`src/rtl/if_stage.sv`:
```
// Fetch stage: PC, in-order instruction-memory requests, 2-entry response FIFO and IF/ID register.
// Build option: define IF_BUBBLE_NOP_EN to load addi x0,x0,0 / pc 0 into IF/ID on every bubble.
module if_stage #(
    parameter logic [31:0] RESET_PC = 32'h0000_0000,
    parameter int unsigned DEPTH    = 2
) (
    input  logic        clk,
    input  logic        rst,
    output logic        imem_req,
    output logic [31:0] imem_addr,
    input  logic        imem_gnt,
    input  logic        imem_rvalid,
    input  logic [31:0] imem_rdata,
    input  logic        stall,
    input  logic        flush,
    input  logic [31:0] redirect_pc,
    output logic        id_valid,
    output logic [31:0] id_pc,
    output logic [31:0] id_instr
);

    localparam logic [2:0] Depth = 3'(DEPTH);

`ifdef IF_BUBBLE_NOP_EN
    localparam logic [31:0] BubbleInstr = 32'h0000_0013;
    localparam logic [31:0] IdInstrRst  = BubbleInstr;
`else
    localparam logic [31:0] IdInstrRst  = 32'h0000_0000;
`endif

    // Program counter and request bookkeeping
    logic [31:0] pc_q, pc_d;
    logic [1:0]  inflight_q, inflight_d;
    logic [1:0]  drop_q, drop_d;

    // Response FIFO
    logic [1:0]  fifo_cnt_q, fifo_cnt_d;
    logic        fifo_rd_q, fifo_rd_d;
    logic        fifo_wr_q, fifo_wr_d;
    logic [31:0] fifo_pc_q    [DEPTH];
    logic [31:0] fifo_instr_q [DEPTH];

    // Per-request address queue; holds the PCs of live (non-dropped) requests
    logic        aq_rd_q, aq_rd_d;
    logic        aq_wr_q, aq_wr_d;
    logic [31:0] aq_pc_q [DEPTH];

    // IF/ID pipeline register
    logic        id_valid_q, id_valid_d;
    logic [31:0] id_pc_q, id_pc_d;
    logic [31:0] id_instr_q, id_instr_d;

    logic        grant;
    logic        resp_drop;
    logic        push;
    logic        pop;
    logic [2:0]  live;
    logic [2:0]  credit;

    assign grant     = imem_req & imem_gnt;
    assign resp_drop = imem_rvalid & (drop_q != 2'd0);
    assign push      = imem_rvalid & ~resp_drop & ~flush;
    assign pop       = ~stall & (fifo_cnt_q != 2'd0);

    // A new request is allowed only if its response is guaranteed a FIFO slot,
    // counting what is buffered plus what is still coming back, minus this cycle's pop.
    assign live      = {1'b0, inflight_q} - {1'b0, drop_q};
    assign credit    = {1'b0, fifo_cnt_q} + live - {2'b00, pop};
    assign imem_req  = ~rst & ~flush & ({1'b0, inflight_q} < Depth) & (credit < Depth);
    assign imem_addr = pc_q;

    assign id_valid  = id_valid_q;
    assign id_pc     = id_pc_q;
    assign id_instr  = id_instr_q;

    always_comb begin
        pc_d       = pc_q;
        inflight_d = inflight_q + {1'b0, grant} - {1'b0, imem_rvalid};
        drop_d     = drop_q;
        fifo_cnt_d = fifo_cnt_q + {1'b0, push} - {1'b0, pop};
        fifo_rd_d  = fifo_rd_q ^ pop;
        fifo_wr_d  = fifo_wr_q ^ push;
        aq_rd_d    = aq_rd_q ^ push;
        aq_wr_d    = aq_wr_q ^ grant;

        if (flush) begin
            pc_d       = redirect_pc;
            // Everything still outstanding, except a response landing right now, must be discarded.
            drop_d     = inflight_q - {1'b0, imem_rvalid};
            fifo_cnt_d = 2'd0;
            fifo_rd_d  = 1'b0;
            fifo_wr_d  = 1'b0;
            aq_rd_d    = 1'b0;
            aq_wr_d    = 1'b0;
        end else begin
            if (grant) begin
                pc_d = pc_q + 32'd4;
            end
            if (resp_drop) begin
                drop_d = drop_q - 2'd1;
            end
        end
    end

    always_comb begin
        id_valid_d = id_valid_q;
        id_pc_d    = id_pc_q;
        id_instr_d = id_instr_q;

        if (flush) begin
            id_valid_d = 1'b0;
`ifdef IF_BUBBLE_NOP_EN
            id_pc_d    = 32'h0000_0000;
            id_instr_d = BubbleInstr;
`endif
        end else if (!stall) begin
            id_valid_d = pop;
            if (pop) begin
                id_pc_d    = fifo_pc_q[fifo_rd_q];
                id_instr_d = fifo_instr_q[fifo_rd_q];
            end
`ifdef IF_BUBBLE_NOP_EN
            else begin
                id_pc_d    = 32'h0000_0000;
                id_instr_d = BubbleInstr;
            end
`endif
        end
    end

    always_ff @(posedge clk) begin
        if (rst) begin
            pc_q       <= RESET_PC;
            inflight_q <= 2'd0;
            drop_q     <= 2'd0;
            fifo_cnt_q <= 2'd0;
            fifo_rd_q  <= 1'b0;
            fifo_wr_q  <= 1'b0;
            aq_rd_q    <= 1'b0;
            aq_wr_q    <= 1'b0;
            id_valid_q <= 1'b0;
            id_pc_q    <= 32'h0000_0000;
            id_instr_q <= IdInstrRst;
        end else begin
            pc_q       <= pc_d;
            inflight_q <= inflight_d;
            drop_q     <= drop_d;
            fifo_cnt_q <= fifo_cnt_d;
            fifo_rd_q  <= fifo_rd_d;
            fifo_wr_q  <= fifo_wr_d;
            aq_rd_q    <= aq_rd_d;
            aq_wr_q    <= aq_wr_d;
            id_valid_q <= id_valid_d;
            id_pc_q    <= id_pc_d;
            id_instr_q <= id_instr_d;
        end
    end

    // Storage arrays need no reset: occupancy is tracked by the counters above.
    always_ff @(posedge clk) begin
        if (grant) begin
            aq_pc_q[aq_wr_q] <= pc_q;
        end
        if (push) begin
            fifo_pc_q[fifo_wr_q]    <= aq_pc_q[aq_rd_q];
            fifo_instr_q[fifo_wr_q] <= imem_rdata;
        end
    end

`ifndef SYNTHESIS
    always_ff @(posedge clk) begin
        if (!rst) begin
            assert (!(push && fifo_cnt_q == Depth[1:0]))
                else $error("if_stage: push into full fetch FIFO");
            assert (drop_q <= inflight_q)
                else $error("if_stage: drop count exceeds in-flight count");
            assert (!(imem_rvalid && inflight_q == 2'd0))
                else $error("if_stage: response with no request in flight");
        end
    end
`endif

endmodule

```
`config.mk`:
```
export PLATFORM = sky130hd
export DESIGN_NAME = if_stage
export DESIGN_NICKNAME = d
export VERILOG_FILES = /design/src/rtl/if_stage.sv
export SDC_FILE = /design/constraint.sdc
export NUM_CORES = 1
export LEC_CHECK = 0
export BUFFER_PORTS_ARGS = -buffer_cell sky130_fd_sc_hd__buf_2
export CAP_MARGIN = 0
export CORE_ASPECT_RATIO = 0.5
export CORE_UTILIZATION = 57
export CTS_BUF_LIST = sky130_fd_sc_hd__clkbuf_4 sky130_fd_sc_hd__clkbuf_8 sky130_fd_sc_hd__clkbuf_16
export CTS_CLUSTER_DIAMETER = 30
export DETAILED_ROUTE_END_ITERATION = 12
export PLACE_DENSITY = 0.8
export SKIP_LAST_GASP = 1
export SLEW_MARGIN = 20
export SYNTH_ARGS = -nofsm -noshare
export SYNTH_HDL_FRONTEND = slang
export SYNTH_SLANG_ARGS = --single-unit
```
`constraint.sdc`:
```
create_clock -name clk -period 5.45 [get_ports clk]
set_input_delay 1.3625 -clock clk [delete_from_list [all_inputs] [get_ports clk]]
set_output_delay 1.3625 -clock clk [all_outputs]
set_load 0.05 [all_outputs]
```
==> impl_metrics.yaml <==
setup_path:
  cpLargestDelayFamily: "adder cells"
  cp_max_fo: 2
  cp_data_arrival_time_ps: 3940
  reg2regPathDepth: 14
  cpMostUsedCell: "fa_1"
  worstSetupPathType: "input pin to primary output"
  critPathBufInv: 3
  required_ps: 4090
  critPathLaunchType: "input pin"
  end_kind: "primary output"
  slowest_stage: "fa_1"
  slowest_delay_ps: 490
  cp.depth: 11
  cp_cell_sequence: "buf_2 -> o21bai_1 -> fa_1 -> inv_1 -> fa_1 -> nand2b_1 -> fa_1 -> xor2_2 -> nand2_1 -> nor3_4 -> buf_2"
routing:
  ant_nets: 0
  vias: 7157
  vias_per_cell: 5.631
  drt_wl_total_mm: 23.65
  dr.pass1.iters: 5
  post_drt_wl_per_cell_um: 18.61
  post-route-drc-count: 0
  dr.first_iter.drc_count: 418
layout:
  area_delta_synth_final_pct: 20.26
  drive_gt1_frac: 0.2856
  antenna_cells: 0
  final_cell_area_sq_um: 13770
  final_nets: 1064
  fillers: 1310
clock_tree:
  root_buffer: "clkbuf_16"
  cts_tree: "built"
  clk_pin_slew_ps: 60
  post_cts_buffers: 0
  max-clock-path-buffers: 3
  clock_latency_ps: 500
  numCtsBuffers: 34
  cts.hold.buffers_added: 0
  htree_levels: 2
  cts_resized: 0
  clock-sinks: 299
yosys:
  synth_top_cell_area_share: 0.5037
  synthCells: 813
  syn_avg_cell_area_sq_um: 14.08
  ys_seq_area_frac: 0.6908
  synthesis.area_sq_um: 11450
  synth_cell_types: 47
  yosys-top-cells-area: "edfxtp_1, dfxtp_1, mux2i_1, a211oi_1, mux2_2"
  synthFlopType: "edfxtp_1"
  async_flop_share: 0
  yosys_register_bits: 299
  synth_edf_count: 192
  synth_top_cell_by_area: "edfxtp_1"
  synth_fp_nets: 898
  yosysWarnings: 0
timing:
  rsz0062_at_grt: "false"
  max_freq_mhz: 188.7
  min_period_ps: 5301
  maxSlewViolCount: 0
  finalHoldViolCount: 0
  setup_viol: 0
  fin_skew_ps: 16.11
  max_slew_margin: 0.3489
  setup_tns_ps: 0
  setup_ws_ps: 149.5
  worstMarginPinSlew_ps: 976.6
  period_share: 0.9726
min_path:
  worstHoldPathCells: 2
  min_path_type: "flop to flop"
grt:
  grt_pass1_vias: 6949
  grt_use_met2: 0.3709
  grt_usage: 0.2293
  top_usage_layer: "met2"
  antenna_found_initial: 0
  grt_max_degree: 129
  grt_util_met3: 0.05038
  grt_overflow: 0
  grt_pass1_wl_mm: 36.54
  grt_use_met1: 0.3103
power:
  p_leak_uw: 0.004895
  power_density_nw_per_um2: 394.1
  peakVddDrop_mv: 0.1733
floorplan:
  die_area_sq_um: 20690
  start_util: 0.5856
  io_pins: 168
  chipHeight_um: 102.2
  dieWidth_um: 202.4
  core-area_sq_um: 19550
  num_rows: 36
placed_design:
  dp_hpwl_mm: 14.42
  place_area_sq_um: 12570
  pre_cts_slack_ps: 154.7
  gp_congestion: 0.8526
  port_buffers: 167
outcome:
  status: "finished, final reports clean"
run:
  cap_violations: 0
-- path summary, 6_finish.rpt --
check	startpoint	endpoint	slack [ps]
max	stall	imem_req	150
min	id_valid$_SDFFE_PP0N_	id_valid$_SDFFE_PP0N_	460
max reg2reg	fifo_cnt_q[0]$_SDFF_PP0_	inflight_q[1]$_SDFF_PP0_	1790
min reg2reg	id_valid$_SDFFE_PP0N_	id_valid$_SDFFE_PP0N_	460
-- through the flow --
step                std cells  hold slack, ps  utilization  total power (uW)
floorplan                 813           534.9            -              2976
global placement         1209           439.2       0.6430              3109
detailed placement       1209           452.9       0.6430              3133
CTS                      1271           461.0       0.7042              5470
global route             1271           493.3       0.7042              5608
finish                   1271           456.2       0.7042              5425
-- cell usage after synthesis, types with 2 or more instances --
cell,n
nor2b_1,3
nor3_2,5
nand2_1,23
xor2_1,12
dfxtp_1,107
and2_1,9
nor2_1,93
fa_1,4
a21oi_1,7
mux2_2,32
inv_1,19
and3_1,3
nand2b_1,2
o22ai_1,8
ha_1,11
nor3_1,5
a311oi_1,5
mux2i_1,66
clkbuf_1,29
edfxtp_1,192
xnor2_1,18
o21ai_0,4
buf_6,2
a211oi_1,77
or3_1,5
nand4_1,10
and4_1,5
nand3_1,16
a31oi_1,8
buf_2,16
-- cells by family after synthesis --
kind of cell	count (synthesis)	synth area share
XOR/XNOR	31	0.02437
buffers and inverters	69	0.02601
adder cells (fa/ha/maj)	15	0.01902
AND/OR/NAND/NOR	188	0.07979
flip-flops	299	0.6908
multiplexers	98	0.08919
AO/OA/AOI/OAI	113	0.07083
-- layout by cell type, fill, tap and decap left out, types with 4 or more instances in the layout --
master / count
a211oi_1: 77
a21oi_1: 7
a311oi_1: 5
a31oi_1: 8
and2_1: 9
and4_1: 5
buf_2: 166
buf_4: 10
clkbuf_16: 37
clkbuf_4: 6
dfxtp_1: 106
edfxtp_1: 192
fa_1: 4
ha_1: 9
inv_1: 19
mux2_2: 32
mux2i_1: 66
nand2_1: 23
nand3_1: 16
nand4_1: 10
nor2_1: 92
nor3_1: 4
nor3_2: 5
o21ai_0: 4
o22ai_1: 8
or3_1: 5
xnor2_1: 18
xor2_1: 12
-- layout make-up --
cell class | count | area, sq um | area share
tap | 266 | 332.8 | 0.02418
inverter | 20 | 75.07 | 0.005453
clock buffer | 46 | 1012 | 0.07353
timing repair buffer | 179 | 965.9 | 0.07016
multi-input combinational | 445 | 3286 | 0.2387
clock inverter | 16 | 183.9 | 0.01336
sequential | 299 | 7911 | 0.5747
-- sequential cells by signal, summed over array words and instances, names as in the netlist --
register / flops
aq_pc_q: 64
aq_rd_q: 1
aq_wr_q: 1
drop_q: 2
fifo_cnt_q: 2
fifo_instr_q: 64
fifo_pc_q: 64
fifo_rd_q: 1
fifo_wr_q: 1
id_instr: 32
id_pc: 32
id_valid: 1
imem_addr: 32
inflight_q: 2
-- report_power, final --
group	internal (uW)	switching [uW]
sequential	2510	73.1
combinational	167	333
clock	1430	912
-- tightest hold or removal path, delay by kind of cell (launching register included) --
kind,cells,cell delay [ps]
AO/OA/AOI/OAI,1,50
AND/OR/NAND/NOR,1,50
flip-flops,1,310
-- layer usage --
layer	vias to the layer above	part of all wire
met3	42	0.075
li1	3382	-
met2	281	0.47
met5	-	0
met1	3452	0.43
met4	0	0.025
Power figures use the tool's default switching activity.
